===== config.mk =====
export PLATFORM = sky130hd
export DESIGN_NAME = console_line_sink_flat
export DESIGN_NICKNAME = d
export VERILOG_FILES = /design/src/rtl/console_line_sink_pkg.sv /design/src/rtl/console_line_sink_if.sv /design/src/rtl/line_buf_ram.sv /design/src/rtl/console_line_sink.sv /design/src/flat_wrapper.sv
export SDC_FILE = /design/constraint.sdc
export NUM_CORES = 1
export LEC_CHECK = 0
export CORE_ASPECT_RATIO = 0.5
export CORE_UTILIZATION = 65
export DETAILED_ROUTE_END_ITERATION = 10
export PLACE_DENSITY = 0.81
export SLEW_MARGIN = 10
export SYNTH_ARGS = -nofsm -noshare
export SYNTH_HDL_FRONTEND = slang
export SYNTH_SLANG_ARGS = --single-unit

===== constraint.sdc =====
create_clock -name clk -period 4.11 [get_ports clk]
set_input_delay 0.411 -clock clk [delete_from_list [all_inputs] [get_ports clk]]
set_output_delay 0.411 -clock clk [all_outputs]
set_load 0.005 [all_outputs]

===== src/rtl/console_line_sink_pkg.sv =====
// Shared constants and state type for the console line sink.
// Provides ASCII control codes and the FILL/HOLD state enum.
package console_pkg;

    localparam logic [7:0] ASCII_LF = 8'h0A;
    localparam logic [7:0] ASCII_CR = 8'h0D;

    typedef enum logic {
        FILL,
        HOLD
    } state_t;

endpackage


===== src/rtl/console_line_sink_if.sv =====
// Producer/reader bus of the console line sink.
// master: byte producer + line reader; slave: the sink itself.
interface console_line_sink_if #(
    parameter int LINE_LEN = 32,
    parameter int CNT_W    = 16
);
    localparam int AW = $clog2(LINE_LEN);
    localparam int LW = $clog2(LINE_LEN + 1);

    logic             in_valid;
    logic [7:0]       in_data;
    logic             in_ready;
    logic             line_valid;
    logic [LW-1:0]    line_len;
    logic             line_trunc;
    logic [AW-1:0]    rd_addr;
    logic [7:0]       rd_data;
    logic             line_ack;
    logic [CNT_W-1:0] trunc_cnt;

    modport master (
        output in_valid, in_data, rd_addr, line_ack,
        input  in_ready, line_valid, line_len, line_trunc,
        input  rd_data, trunc_cnt
    );

    modport slave (
        input  in_valid, in_data, rd_addr, line_ack,
        output in_ready, line_valid, line_len, line_trunc,
        output rd_data, trunc_cnt
    );

endinterface


===== src/rtl/line_buf_ram.sv =====
// LINE_LEN x 8 line buffer: one synchronous write port, async read.
// Ports: clk, we/waddr/wdata (write), raddr/rdata (read).
module line_buf_ram #(
    parameter int LINE_LEN = 32,
    parameter int AW       = $clog2(LINE_LEN)
) (
    input  logic          clk,
    input  logic          we,
    input  logic [AW-1:0] waddr,
    input  logic [7:0]    wdata,
    input  logic [AW-1:0] raddr,
    output logic [7:0]    rdata
);

    logic [7:0] mem [LINE_LEN];

    always_ff @(posedge clk) begin
        if (we) mem[waddr] <= wdata;
    end

    assign rdata = mem[raddr];

endmodule


===== src/rtl/console_line_sink.sv =====
// Console line sink: assembles ASCII bytes into a line, holds it until ack.
// Ports: clk, reset (sync, active-high), bus (slave side of console_line_sink_if).
// Optional CONSOLE_DISPLAY_EN: simulation-only echo of each completed line.
module console_line_sink
    import console_pkg::*;
#(
    parameter int LINE_LEN = 32,
    parameter int CNT_W    = 16
) (
    input logic                clk,
    input logic                reset,
    console_line_sink_if.slave bus
);

    localparam int AW = $clog2(LINE_LEN);
    localparam int LW = $clog2(LINE_LEN + 1);

    state_t           state;
    logic [AW-1:0]    wr_ptr;
    logic             in_ready_q;
    logic             line_valid_q;
    logic [LW-1:0]    len_q;
    logic             trunc_q;
    logic [CNT_W-1:0] cnt_q;

    logic       accept;
    logic       is_lf;
    logic       is_cr;
    logic       we;
    logic       last_slot;
    logic [7:0] ram_q;

    assign accept    = bus.in_valid & in_ready_q;
    assign is_lf     = bus.in_data == ASCII_LF;
    assign is_cr     = bus.in_data == ASCII_CR;
    assign we        = accept & ~is_lf & ~is_cr;
    assign last_slot = wr_ptr == AW'(LINE_LEN - 1);

    always_ff @(posedge clk) begin
        if (reset) begin
            state        <= FILL;
            wr_ptr       <= '0;
            in_ready_q   <= 1'b1;
            line_valid_q <= 1'b0;
            len_q        <= '0;
            trunc_q      <= 1'b0;
            cnt_q        <= '0;
        end else begin
            unique case (state)
                FILL: begin
                    if (accept && is_lf) begin
                        len_q        <= LW'(wr_ptr);
                        trunc_q      <= 1'b0;
                        state        <= HOLD;
                        in_ready_q   <= 1'b0;
                        line_valid_q <= 1'b1;
                    end else if (we) begin
                        if (last_slot) begin
                            // Buffer full without LF: close the line as truncated.
                            len_q        <= LW'(LINE_LEN);
                            trunc_q      <= 1'b1;
                            state        <= HOLD;
                            in_ready_q   <= 1'b0;
                            line_valid_q <= 1'b1;
                            if (cnt_q != '1) cnt_q <= cnt_q + CNT_W'(1);
                        end else begin
                            wr_ptr <= wr_ptr + AW'(1);
                        end
                    end
                end
                HOLD: begin
                    if (bus.line_ack) begin
                        state        <= FILL;
                        wr_ptr       <= '0;
                        in_ready_q   <= 1'b1;
                        line_valid_q <= 1'b0;
                    end
                end
                default: state <= FILL;
            endcase
        end
    end

    line_buf_ram #(
        .LINE_LEN (LINE_LEN),
        .AW       (AW)
    ) u_ram (
        .clk   (clk),
        .we    (we),
        .waddr (wr_ptr),
        .wdata (bus.in_data),
        .raddr (bus.rd_addr),
        .rdata (ram_q)
    );

    assign bus.in_ready   = in_ready_q;
    assign bus.line_valid = line_valid_q;
    assign bus.line_len   = len_q;
    assign bus.line_trunc = trunc_q;
    assign bus.trunc_cnt  = cnt_q;
    // Stale characters beyond the held line read back as zero.
    assign bus.rd_data    = (line_valid_q && (LW'(bus.rd_addr) < len_q))
                          ? ram_q : 8'h00;

`ifdef CONSOLE_DISPLAY_EN
    logic shown_q;

    always_ff @(posedge clk) begin
        shown_q <= line_valid_q;
        if (line_valid_q && !shown_q) begin
            if (trunc_q) $write("[TRUNC] ");
            for (int i = 0; i < LINE_LEN; i++) begin
                if (LW'(i) < len_q) $write("%c", u_ram.mem[i]);
            end
            $write("\n");
        end
    end
`endif

endmodule


===== src/flat_wrapper.sv =====
// flat-port wrapper written by rule: the top's interface ports become plain ports
module console_line_sink_flat import console_pkg::*;
#(
    parameter int LINE_LEN = 32,
    parameter int CNT_W    = 16
)
  (clk, reset, bus_in_valid, bus_in_data, bus_rd_addr, bus_line_ack, bus_in_ready, bus_line_valid, bus_line_len, bus_line_trunc, bus_rd_data, bus_trunc_cnt);
  console_line_sink_if #(.LINE_LEN(LINE_LEN), .CNT_W(CNT_W)) bus_i ();
  input logic clk;
  input logic reset;
  input wire logic [$bits(bus_i.in_valid)-1:0] bus_in_valid;
  input wire logic [$bits(bus_i.in_data)-1:0] bus_in_data;
  input wire logic [$bits(bus_i.rd_addr)-1:0] bus_rd_addr;
  input wire logic [$bits(bus_i.line_ack)-1:0] bus_line_ack;
  output wire logic [$bits(bus_i.in_ready)-1:0] bus_in_ready;
  output wire logic [$bits(bus_i.line_valid)-1:0] bus_line_valid;
  output wire logic [$bits(bus_i.line_len)-1:0] bus_line_len;
  output wire logic [$bits(bus_i.line_trunc)-1:0] bus_line_trunc;
  output wire logic [$bits(bus_i.rd_data)-1:0] bus_rd_data;
  output wire logic [$bits(bus_i.trunc_cnt)-1:0] bus_trunc_cnt;
  assign bus_i.in_valid = bus_in_valid;
  assign bus_i.in_data = bus_in_data;
  assign bus_i.rd_addr = bus_rd_addr;
  assign bus_i.line_ack = bus_line_ack;
  assign bus_in_ready = bus_i.in_ready;
  assign bus_line_valid = bus_i.line_valid;
  assign bus_line_len = bus_i.line_len;
  assign bus_line_trunc = bus_i.line_trunc;
  assign bus_rd_data = bus_i.rd_data;
  assign bus_trunc_cnt = bus_i.trunc_cnt;
  console_line_sink #(.LINE_LEN(LINE_LEN), .CNT_W(CNT_W)) u_core (.clk(clk), .reset(reset), .bus(bus_i));
endmodule

=== Yosys cells after proc, flatten, opt, wreduce, memory -nomap -nowiden ===
Memories as Yosys holds them, arrays and structs flattened.
Cells that the tools add are included.

* Bits in registers: 31
* Bits of input ports: 17
* Output and inout port bits: 33
* Memory bits (writable): 256
* Memories: 1
* Word-level logic and storage cells: 63

{| class="wikitable"
|+ Memories
! name !! depth !! bits a word !! rd ports !! clocked after memory_dff !! wr ports !! line !! RTL
|-
| u_core.u_ram.mem || 32 || 8 || 1 || 0 || 1 || line_buf_ram.sv:15 || <nowiki>logic [7:0] mem [LINE_LEN];</nowiki>
|}

* Reductions and logical operators: 8
* Add/sub/neg operators: 2
* Equal/unequal tests: 10
* Magnitude comparators: 1
* Mux-type cells: 27
* Bitwise logic cells: 7

{| class="wikitable"
|+ Operators with widths
! kind !! number
|-
| 2-to-1 mux 5 bit || 4
|-
| 2-to-1 mux 6 bit || 3
|-
| adder 16 x 1 -> 16 bit, second input constant || 1
|-
| == test 8 x 4 -> 1 bit, second input constant || 2
|-
| != test 16 bit, second input constant || 1
|-
| 2-to-1 mux 1 bit || 15
|-
| case mux 5 bit (2 select lines) || 1
|-
| 2-to-1 mux 8 bit || 1
|-
| != test 2 bit, second input constant || 4
|-
| less-than comparator 5 x 6 -> 1 bit || 1
|-
| case mux 1 bit (2 select lines) || 3
|-
| AND reduction 3 bit || 2
|-
| adder 5 x 1 -> 5 bit, second input constant || 1
|-
| == test 5 bit, second input constant || 1
|-
| AND reduction 5 bit || 1
|-
| NOT 1 bit || 4
|-
| AND reduction 4 bit || 1
|-
| nonzero test 2 bit || 2
|-
| bitwise AND 1 bit || 3
|-
| != test 3 x 1 -> 1 bit, second input constant || 1
|-
| != test 3 x 2 -> 1 bit, second input constant || 1
|-
| logical AND 1 bit || 2
|}

=== Depth between registers and ports, before layout ===
Gate-level depths: netlist of run 1.

* Word-level depth: 7
* Depth in mapped cells: 8

=== By module ===
A second synthesis of run 1 with hierarchy kept.

* Cells, all modules: 616
* Area total of the unflattened synthesis: 11691.2 um2

{| class="wikitable"
|+ Modules (own cells, without submodules)
! module !! times used !! cells an instance !! area each (um2)
|-
| line_buf_ram || 1 || 409 || 9893.2
|-
| console_line_sink || 1 || 207 || 1798.0
|}

=== Worst setup path after synthesis of run 1 ===
No wires, ideal clock.

* Path type: flip-flop to flip-flop
* Start point: register u_core.wr_ptr[2]
* End point: register u_core.cnt_q[15] (netlist: u_core.bus.trunc_cnt[15])
* Required time: 4.040 ns
* Cell stages (with the launch flop): 9
* Arrival: 2.490 ns
* Clock period less this slack: 2.560 ns
* Setup slack: 1.550 ns
* Path through: dfxtp_1 > clkbuf_1 > and3_1 > ha_1 > nand4b_4 > or3_1 > a211o_1 > or4_1 > a21oi_1

* Longest elaborated chain between the ends: 2

{| class="wikitable"
|+ Ends and longest elaborated chain
! item !! line !! RTL
|-
| start, declared || console_line_sink.sv:19 || <nowiki>logic [AW-1:0] wr_ptr;</nowiki>
|-
| start signal, assigned || console_line_sink.sv:67 || <nowiki>wr_ptr <= wr_ptr + AW'(1);</nowiki>
|-
| == test 5 bit || console_line_sink.sv:37 || <nowiki>assign last_slot = wr_ptr == AW'(LINE_LEN - 1);</nowiki>
|-
| AND reduction 5 bit (no source line) || - ||
|-
| end signal, assigned || console_line_sink.sv:65 || <nowiki>if (cnt_q != '1) cnt_q <= cnt_q + CNT_W'(1);</nowiki>
|-
| end, declared || console_line_sink.sv:24 || <nowiki>logic [CNT_W-1:0] cnt_q;</nowiki>
|}

Every way passes these cells.
A chain may end at the register's enable or synchronous reset.

=== Final worst setup path of run 1 ===
* Start point: input port bus_rd_addr[0]
* End point: output port bus_rd_data[7]

* Longest elaborated chain between the ends: 3
* Elaborated cells on any way between the ends: 4
* Classes of those cells: order compare (1); mux (1); reduce/logical (1); memory (1)

{| class="wikitable"
|+ Ends and longest elaborated chain
! item !! line !! RTL
|-
| start, declared || flat_wrapper.sv:13 || <nowiki>input wire logic [$bits(bus_i.rd_addr)-1:0] bus_rd_addr;</nowiki>
|-
| parallel branches: the longest is 2 deep, another holds memory (32 x 8 bit) || - ||
|-
| 2-to-1 mux 8 bit * || console_line_sink.sv:103 || <nowiki>? ram_q : 8'h00;</nowiki>
|-
| end, declared || flat_wrapper.sv:19 || <nowiki>output wire logic [$bits(bus_i.rd_data)-1:0] bus_rd_data;</nowiki>
|}

Every way passes the cells marked *.

==> impl_metrics.ini, run 1 <==
[run_status]
status = completed

[cts]
postCtsHoldBufs = 0
clkSinkCount = 286
clkTransAtPathRegs_ps = 70
htree_levels = 1
clk_latency_ps = 520
cts_made_buffers = 25
post_cts_resized = 0
cts_setup_buffers = 0
clockBufferDepth = 3
cts_tree = done
root_buffer = clkbuf_16

[routing]
routed_wirelength_microns = 26500
dr.pass1.iters = 5
drt_iter0_markers = 825
vias_per_cell = 6.66
drc = 0
vias = 7036
ant_nets = 0
wire_per_inst_microns = 25.1

[placement]
hpwl_microns = 16700
placedCellCount = 1011
numPortBuffers = 49
dp_worst_setup_slack_ps = 362
gp_routability_congestion = 0.894

[grt]
grt.total_usage_pct = 29.9
grt_pass1_wl_microns = 40700
grt_max_degree = 62
antenna_found_initial = 0
globalRoute.totalOverflow = 0
grt_pass1_vias = 6778

[job]
maxCapViolations = 0

[floorplan]
die_width_microns = 192
dieArea_sq_mm = 0.0186
num_rows = 34
initial_utilization_pct = 66.9
dieHeight_microns = 96.9
io_pins = 50
core_sq_mm = 0.0175

[yosys]
synth_area_sq_mm = 0.0117
async_flop_share_pct = 0
synth_compound_area_share_pct = 8.28
synth_top_family_by_area = multiplexers
synth_ff_type = edfxtp_1
yosysWarnings = 0
synth_seq_area_share_pct = 70.8
synthSimpleGateAreaFrac_pct = 6.20
synth_nets = 775
synth_edf_count = 256
synthXorXnorAreaFrac_pct = 0.673
muxShareOfSynthArea_pct = 11.1
synth_area_per_cell_sq_um = 15.6
synth_cells = 748
ys_types = 54
synth_fa_ha_area_share_pct = 1.07
ys_seq_elements = 286

[timing]
fin_skew_ps = 9.70
maxSlewViolCount = 0
fmax_ghz = 0.254
worst_slew_pin_slew_ps = 1240
slew_headroom_pct = 17.2
grt_setup_unrepaired = no
fin_crit_sh_pct = 95.7
finalSetupViolCount = 0
period_needed_ps = 3930
worst_slack_ps = 178
hold_viol_final = 0
tns_ps = 0

[layout]
drive_above_1_share_pct = 9.61
final_common_cell = edfxtp_1
nets = 831
instances_no_fill = 1056
diodes = 0
layout_common_cells = edfxtp_1, mux2i_1, nor2_1
fillers = 1006
synthToLayoutAreaGrowth_pct = 13.7

[critical_path]
critPathKind = input pin to output port
worstPathMaxFanout = 25
arrival_ps = 3520
path_cells = clkdlybuf4s50_1 > and2_1 > a22o_1 > a221oi_1 > o22ai_1 > nor3_1 > clkdlybuf4s50_1
ff2ff_setup_slack_ps = 1190
endpoint_kind = output port
path_buf_inv = 2
cpLargestDelayFamily = buffers and inverters
slowest_stage = clkdlybuf4s50_1
slowest_delay_ps = 640
start_kind = input pin
timing.rr.end = u_core.bus.trunc_cnt[15]$_SDFFE_PP0P_
worst_path_most_repeated_cell = clkdlybuf4s50_1
rr_startpoint = u_core.wr_ptr[0]$_SDFFE_PP0P_
r2r_cells = 8
required_ps = 3700

[pwr]
powerDensity_mw_per_mm2 = 443
ir_drop_mv = 0.327
finalPower_w = 0.00589
leakage_nw = 4.56

[hold_path]
min-delay-start = u_core.bus.line_valid$_SDFFE_PP0P_
hold_depth = 2
holdPathEnd = u_core.bus.line_valid$_SDFFE_PP0P_
hp-class = register to register
## synthesized netlist by cell type, types with 4 or more instances
master / count / share of area (%)
edfxtp_1: 256 / 66
mux2i_1: 129 / 11
nor2_1: 55 / 1.8
a221oi_1: 32 / 2.4
a22o_1: 32 / 2.4
dfxtp_1: 30 / 5.1
clkbuf_1: 21 / 0.67
o22ai_1: 16 / 0.86
a21oi_1: 14 / 0.60
buf_2: 13 / 0.56
inv_1: 11 / 0.35
nand2_1: 11 / 0.35
nor3_1: 11 / 0.47
ha_1: 10 / 1.1
nand2b_1: 9 / 0.48
nand3_1: 7 / 0.30
xnor2_1: 7 / 0.52
nand3b_1: 6 / 0.38
a22oi_1: 5 / 0.32
nor2b_1: 5 / 0.27
nor4_1: 5 / 0.27
buf_1: 4 / 0.13
nand4_1: 4 / 0.21
or2_2: 4 / 0.21
## per-layer routing
metal  routed length, microns  track usage, %  up-vias
li1                         -               -     3080
met1                    11100            43.7     3539
met2                    12300            46.0      363
met3                     2630            6.89       54
met4                      593            7.08        0
met5                        0               0        -
## final cells by class
type                       instances  area (sq um)  area share [%]
timing repair buffer              69           649            4.88
clock buffer                      30           687            5.16
inverter                          11          41.3           0.310
sequential                       286          8290            62.3
tap                              234           293            2.20
clock inverter                    15           141            1.06
multi-input combinational        411          3200            24.1
## worst register-to-register path: stages, from the launching register on
cell      delay, ps
dfxtp_1         460
ha_1            250
and3_1          210
ha_1            270
nand4b_4        210
or3_1           420
a211o_1         380
or4_1           500
a21oi_1         140
## logic make-up (layout without fill, tap and decap cells)
logic type,after synthesis,after routing
AO/OA/AOI/OAI,124,124
XOR/XNOR,9,9
multiplexers,130,130
AND/OR/NAND/NOR,138,138
flip-flops,286,286
adder cells (fa/ha/maj),10,10
buffers and inverters,51,125
## state kept, by name (all words and copies together), names as in the netlist
| signal | flops |
|---|---|
| u_core.state | 1 |
| u_core.bus.trunc_cnt | 16 |
| u_core.bus.line_len | 5 |
| u_core.bus.line_valid | 1 |
| u_core.u_ram.mem | 256 |
| u_core.bus.in_ready | 1 |
| u_core.bus.line_trunc | 1 |
| u_core.wr_ptr | 5 |
## where the power goes
group          total [W]  switching, W  internal [W]
clock            0.00237       0.00104       0.00133
combinational   0.000326      0.000215      0.000111
sequential       0.00320     0.0000109       0.00319
## through the flow
| step | utilization (%) | cell area [sq um] | hold slack, ps |
|---|---|---|---|
| after floorplan | - | 11700 | 464 |
| after global placement | 71.4 | 12500 | 478 |
| after detailed placement | 71.4 | 12500 | 479 |
| after CTS | 76.1 | 13300 | 490 |
| after global routing | 76.1 | 13300 | 529 |
| final | 76.1 | 13300 | 487 |
## worst max-delay path by stage
stage,from,endpoint,slack [ps],cells after the start
2_1_floorplan,u_core.wr_ptr[2]$_SDFFE_PP0P_,u_core.bus.trunc_cnt[15]$_SDFFE_PP0P_,1550,8
3_3_place_gp,bus_rd_addr[0],bus_rd_data[2],430,7
3_5_place_dp,bus_rd_addr[0],bus_rd_data[7],360,7
4_1_cts,bus_rd_addr[0],bus_rd_data[7],260,7
5_1_grt,bus_rd_addr[0],bus_rd_data[7],130,7
6_report,bus_rd_addr[0],bus_rd_data[7],180,7
(Power assumes the default switching activity.)
==> run 2: changes to the inputs <==
- GPL_TIMING_DRIVEN: unset -> 0
==> run 2 against run 1 <==
Effect of this change: wire length increased by 1.4%; cell count increased by 1.6%; first-iteration DRC count fell by 17%.
==> impl_metrics.ini, run 2 (synthesized netlist as in run 1, its figures left out) <==
[layout]
top_register = u_core.u_ram.mem
instances_no_fill = 1073
fin_util_pct = 75.7
drive_above_1_share_pct = 8.46
largest_register_ffs = 256
seq_area_sq_mm = 0.00829
diodes = 0
fillers = 991
synthToLayoutAreaGrowth_pct = 13.1
multi_input_area_sq_mm = 0.00322
nets = 849
final_common_cell = edfxtp_1
layout_common_cells = edfxtp_1, mux2i_1, nor2_1

[critical_path]
critPathKind = input pin to output port
cp-startpoint = bus_rd_addr[3]
slowest_delay_ps = 580
required_ps = 3700
timing.rr.end = u_core.bus.trunc_cnt[15]$_SDFFE_PP0P_
cpLargestDelayFamily = buffers and inverters
ff2ff_setup_slack_ps = 1040
worstPathMaxFanout = 10
arrival_ps = 3650
path_cells = clkdlybuf4s50_1 > clkbuf_1 > buf_2 > nor2_1 > clkbuf_1 > a221oi_1 > o22ai_1 > nor3_1 > clkdlybuf4s50_1
start_kind = input pin
rr_startpoint = u_core.wr_ptr[2]$_SDFFE_PP0P_
r2r_cells = 8
path_buf_inv = 5
endpoint_kind = output port
slowest_stage = clkdlybuf4s50_1

[hold_path]
hp-class = input pin to register
hold_depth = 3
holdPathEnd = u_core.bus.trunc_cnt[10]$_SDFFE_PP0P_
min-delay-start = reset

[floorplan]
dieArea_sq_mm = 0.0186
io_pins = 50
num_rows = 34
dieHeight_microns = 96.9
initial_utilization_pct = 66.9
die_width_microns = 192
core_sq_mm = 0.0175

[placement]
dp_worst_setup_slack_ps = -239
placedCellCount = 1030
hpwl_microns = 16800
gp_routability_congestion = 0.885
numPortBuffers = 48

[cts]
cts_tree = done
clkTransAtPathRegs_ps = 60
clkSinkCount = 286
htree_levels = 1
clockBufferDepth = 3
cts_setup_buffers = 0
root_buffer = clkbuf_16
clk_latency_ps = 520
postCtsHoldBufs = 0
cts_made_buffers = 24

[routing]
ant_nets = 0
drc = 0
routed_wirelength_microns = 26900
wire_per_inst_microns = 25.1
vias_per_cell = 6.61
vias = 7091
drt_iter0_markers = 687
dr.pass1.iters = 5

[timing]
fin_crit_sh_pct = 98.7
maxSlewViolCount = 0
worst_slack_ps = 51.7
finalSetupViolCount = 0
grt_setup_unrepaired = yes
slew_headroom_pct = 17.9
fmax_ghz = 0.246
period_needed_ps = 4060
tns_ps = 0
worst_slew_pin_slew_ps = 1230
hold_viol_final = 0
fin_skew_ps = 7.30

[grt]
grt.total_usage_pct = 29.6
grt_pass1_vias = 7076
grt_max_degree = 36
antenna_found_initial = 0
globalRoute.totalOverflow = 0
grt_pass1_wl_microns = 40500

[pwr]
powerDensity_mw_per_mm2 = 437
ir_drop_mv = 0.283
finalPower_w = 0.00579
leakage_nw = 4.52

[run_status]
status = completed

[job]
maxCapViolations = 0
run 2: changes by cell type in the layout (fill, tap and decap cells not counted), moves of 3 or more:
cell,delta
clkdlybuf4s50_1,-6
a221oi_1,-3
buf_1,+4
a221oi_2,+3
clkinvlp_4,-3
clkbuf_4,+3
buf_4,-15
clkbuf_1,+27
clkinv_2,-3
buf_2,+14
run 2: worst register-to-register path, cell delays in order (launching register included):
cell and delay [ps]:
dfxtp_1 360, clkbuf_1 460, and3_1 250, ha_1 290, nand4b_4 200, or3_1 410
a211o_1 380, or4_1 490, a21oi_1 150
run 2: final cells by class:
type / count / share of cell area [%]
clock inverters: 7 / 0.453
multi-input cells: 411 / 24.3
inverters: 11 / 0.312
well taps: 234 / 2.21
flip-flops and latches: 286 / 62.6
plain buffers: 40 / 1.41
clock buffers: 36 / 5.36
repair buffers: 48 / 3.36
run 2: power by group:
part / total (W) / internal (W) / leakage, nW / switching (W)
clock network: 0.00226 / 0.00126 / 0.375 / 0.000996
logic: 0.000335 / 0.000109 / 1.60 / 0.000226
registers: 0.00320 / 0.00319 / 2.55 / 0.00000987
run 2: what timing repair did:
action | CTS | global route
endpoints found under the hold margin | 0 | 0
cloned | 0 | 0
endpoints found under the setup margin | 3 | 8
gates resized for setup | 1 | 8
run 2: worst max-delay path by stage:
stage / to / slack [ps] / depth (start not counted)
after CTS: bus_rd_data[4] / 30 / 9
after detailed placement: u_core.u_ram.mem[23][2]$_DFFE_PP_ / -240 / 6
final: bus_rd_data[6] / 50 / 9
after global placement: u_core.u_ram.mem[23][2]$_DFFE_PP_ / -80 / 6
after global routing: bus_rd_data[6] / -6 / 9
after floorplan: u_core.bus.trunc_cnt[15]$_SDFFE_PP0P_ / 1550 / 8
run 2: per-stage QoR:
step | hold slack, ps | cell area [sq um]
3_5_place_dp | 487 | 12500
6_report | 354 | 13200
2_1_floorplan | 464 | 11700
3_3_place_gp | 482 | 12500
4_1_cts | 365 | 13300
5_1_grt | 393 | 13200
run 2: metal layers:
layer  track usage [%]  routed length, microns  vias up
li1                  -                       -     3122
met1              43.3                   10900     3478
met2              45.7                   12400      435
met3              6.46                    3010       56
met4              7.63                     593        0
met5                 0                       0        -
==> run 3: changes to the inputs <==
- DONT_BUFFER_PORTS: unset -> 1
- GPL_TIMING_DRIVEN: 0 -> unset
- PLACE_DENSITY: 0.81 -> 0.77
==> run 3 against run 2 <==
Effect of this change: combinational power down 17%; die area is the same; core utilization shrank 2.6 points; cell area is 3.4% lower; power fell by 2.8%; largest power group unchanged.
==> impl_metrics.ini, run 3 (synthesized netlist as in run 1, its figures left out) <==
[layout]
multi_input_area_sq_mm = 0.00321
synthToLayoutAreaGrowth_pct = 9.28
top_register = u_core.u_ram.mem
largest_register_ffs = 256
diodes = 0
fillers = 1059
layout_common_cells = edfxtp_1, mux2i_1, nor2_1
nets = 778
seq_area_sq_mm = 0.00829
drive_above_1_share_pct = 7.41
final_common_cell = edfxtp_1

[hold_path]
hp-class = input pin to register
hold_depth = 1
holdPathEnd = u_core.wr_ptr[2]$_SDFFE_PP0P_
min-delay-start = bus_line_ack

[floorplan]
dieArea_sq_mm = 0.0186
dieHeight_microns = 96.9
initial_utilization_pct = 66.9
die_width_microns = 192
core_sq_mm = 0.0175
io_pins = 50
num_rows = 34

[routing]
drc = 0
vias_per_cell = 6.63
routed.top_layer = met5
routed-wl-met2_microns = 11400
dr.pass1.iters = 5
vias = 6646
m1WireLength_microns = 11200
ant_nets = 0
wl_met3_microns = 3230
wire_per_inst_microns = 26.1
routed_wirelength_microns = 26200
drt_iter0_markers = 657

[cts]
clockBufferDepth = 3
cts_tree = done
root_buffer = clkbuf_16
htree_levels = 1
post_cts_resized = 0
clk_latency_ps = 510
clkTransAtPathRegs_ps = 70
cts_made_buffers = 24
clkSinkCount = 286

[job]
maxCapViolations = 0

[grt]
grt_max_degree = 106
grt_pass1_wl_microns = 39000
globalRoute.totalOverflow = 0
antenna_found_initial = 1
grt_pass1_vias = 6349
grt.total_usage_pct = 28.9

[timing]
fin_crit_sh_pct = 72.5
fin_skew_ps = 8.30
grt_setup_unrepaired = no
maxSlewViolCount = 0
hold_viol_final = 0
fmax_ghz = 0.335
period_needed_ps = 2980
finalSetupViolCount = 0
worst_slew_pin_slew_ps = 1200
slew_headroom_pct = 19.6
tns_ps = 0

[critical_path]
slowest_delay_ps = 460
cpLargestDelayFamily = compound AO/OA/AOI/OAI gates
arrival_ps = 2570
path_cells = inv_1 > ha_1 > a2111o_1 > a31oi_1 > o21ai_1 > nor3_1
timing.rr.end = u_core.bus.trunc_cnt[15]$_SDFFE_PP0P_
worstPathMaxFanout = 8
start_kind = register
slowest_stage = nor3_1
r2r_cells = 8
ff2ff_setup_slack_ps = 1290
critPathKind = register to output port
path_buf_inv = 1
endpoint_kind = output port
rr_startpoint = u_core.wr_ptr[0]$_SDFFE_PP0P_
required_ps = 3700

[placement]
gp_routability_congestion = 0.897
numPortBuffers = 0
hpwl_microns = 14900

[pwr]
powerDensity_mw_per_mm2 = 440
finalPower_w = 0.00563
ir_drop_mv = 0.265
leakage_nw = 4.34

[run_status]
status = completed
-- run 3: changes by cell type in the layout (fill, tap and decap cells not counted), moves of 7 or more --
cell / previous run / this run
clkbuf_1: 30 / 4
clkinv_1: 3 / 11
clkdlybuf4s50_1: 41 / 0
buf_12: 0 / 7
buf_2: 15 / 0
dlygate4sd3_1: 0 / 7
-- run 3: area by class of cell --
cell class                 instances  area share (%)
clock inverter                    15           0.675
sequential                       286            64.8
clock buffer                      29            5.01
inverter                          11           0.323
tap                              234            2.29
timing repair buffer              17            1.82
multi-input combinational        411            25.1
-- run 3: what timing repair did --
item / 4_1_cts / 5_1_grt
hold buffers: 14 / 0
buffers inserted: 0 / 0
hold endpoints to repair: 271 / 0
-- run 3: metrics by stage --
stage | worst slack [ps] | hold WS, ps | util (%) | area [sq um] | instances
floorplan | 1550 | 464 | - | 11700 | 748
global placement | 1420 | 483 | 67.8 | 11900 | 945
detailed placement | 1380 | 486 | 67.8 | 11900 | 945
CTS | 1170 | 0.694 | 73.2 | 12800 | 1003
global route | 1070 | 0.692 | 73.2 | 12800 | 1003
finish | 1130 | 5.49 | 73.2 | 12800 | 1003
-- run 3: how the worst max path moves through the flow --
stage	start	endpoint	slack (ps)	cells past startpoint
2_1_floorplan	u_core.wr_ptr[2]$_SDFFE_PP0P_	u_core.bus.trunc_cnt[15]$_SDFFE_PP0P_	1550	8
3_3_place_gp	u_core.wr_ptr[0]$_SDFFE_PP0P_	u_core.bus.trunc_cnt[15]$_SDFFE_PP0P_	1420	8
3_5_place_dp	u_core.wr_ptr[0]$_SDFFE_PP0P_	u_core.bus.trunc_cnt[15]$_SDFFE_PP0P_	1380	8
4_1_cts	u_core.bus.line_len[1]$_SDFFE_PP0P_	bus_rd_data[4]	1170	6
5_1_grt	u_core.bus.line_len[1]$_SDFFE_PP0P_	bus_rd_data[6]	1070	6
6_report	u_core.bus.line_len[1]$_SDFFE_PP0P_	bus_rd_data[4]	1130	6
-- run 3: where the power goes --
group	switching, W	internal [W]
Sequential	0.0000101	0.00319
Combinational	0.000168	0.000110
Clock	0.000984	0.00117
Total	0.00116	0.00446
-- run 3: metal layers --
| layer | global-route usage [%] | vias up |
|---|---|---|
| met5 | 0 | - |
| met4 | 5.56 | 2 |
| met3 | 11.2 | 37 |
| met2 | 40.5 | 328 |
| met1 | 43.2 | 3303 |
| li1 | - | 2976 |
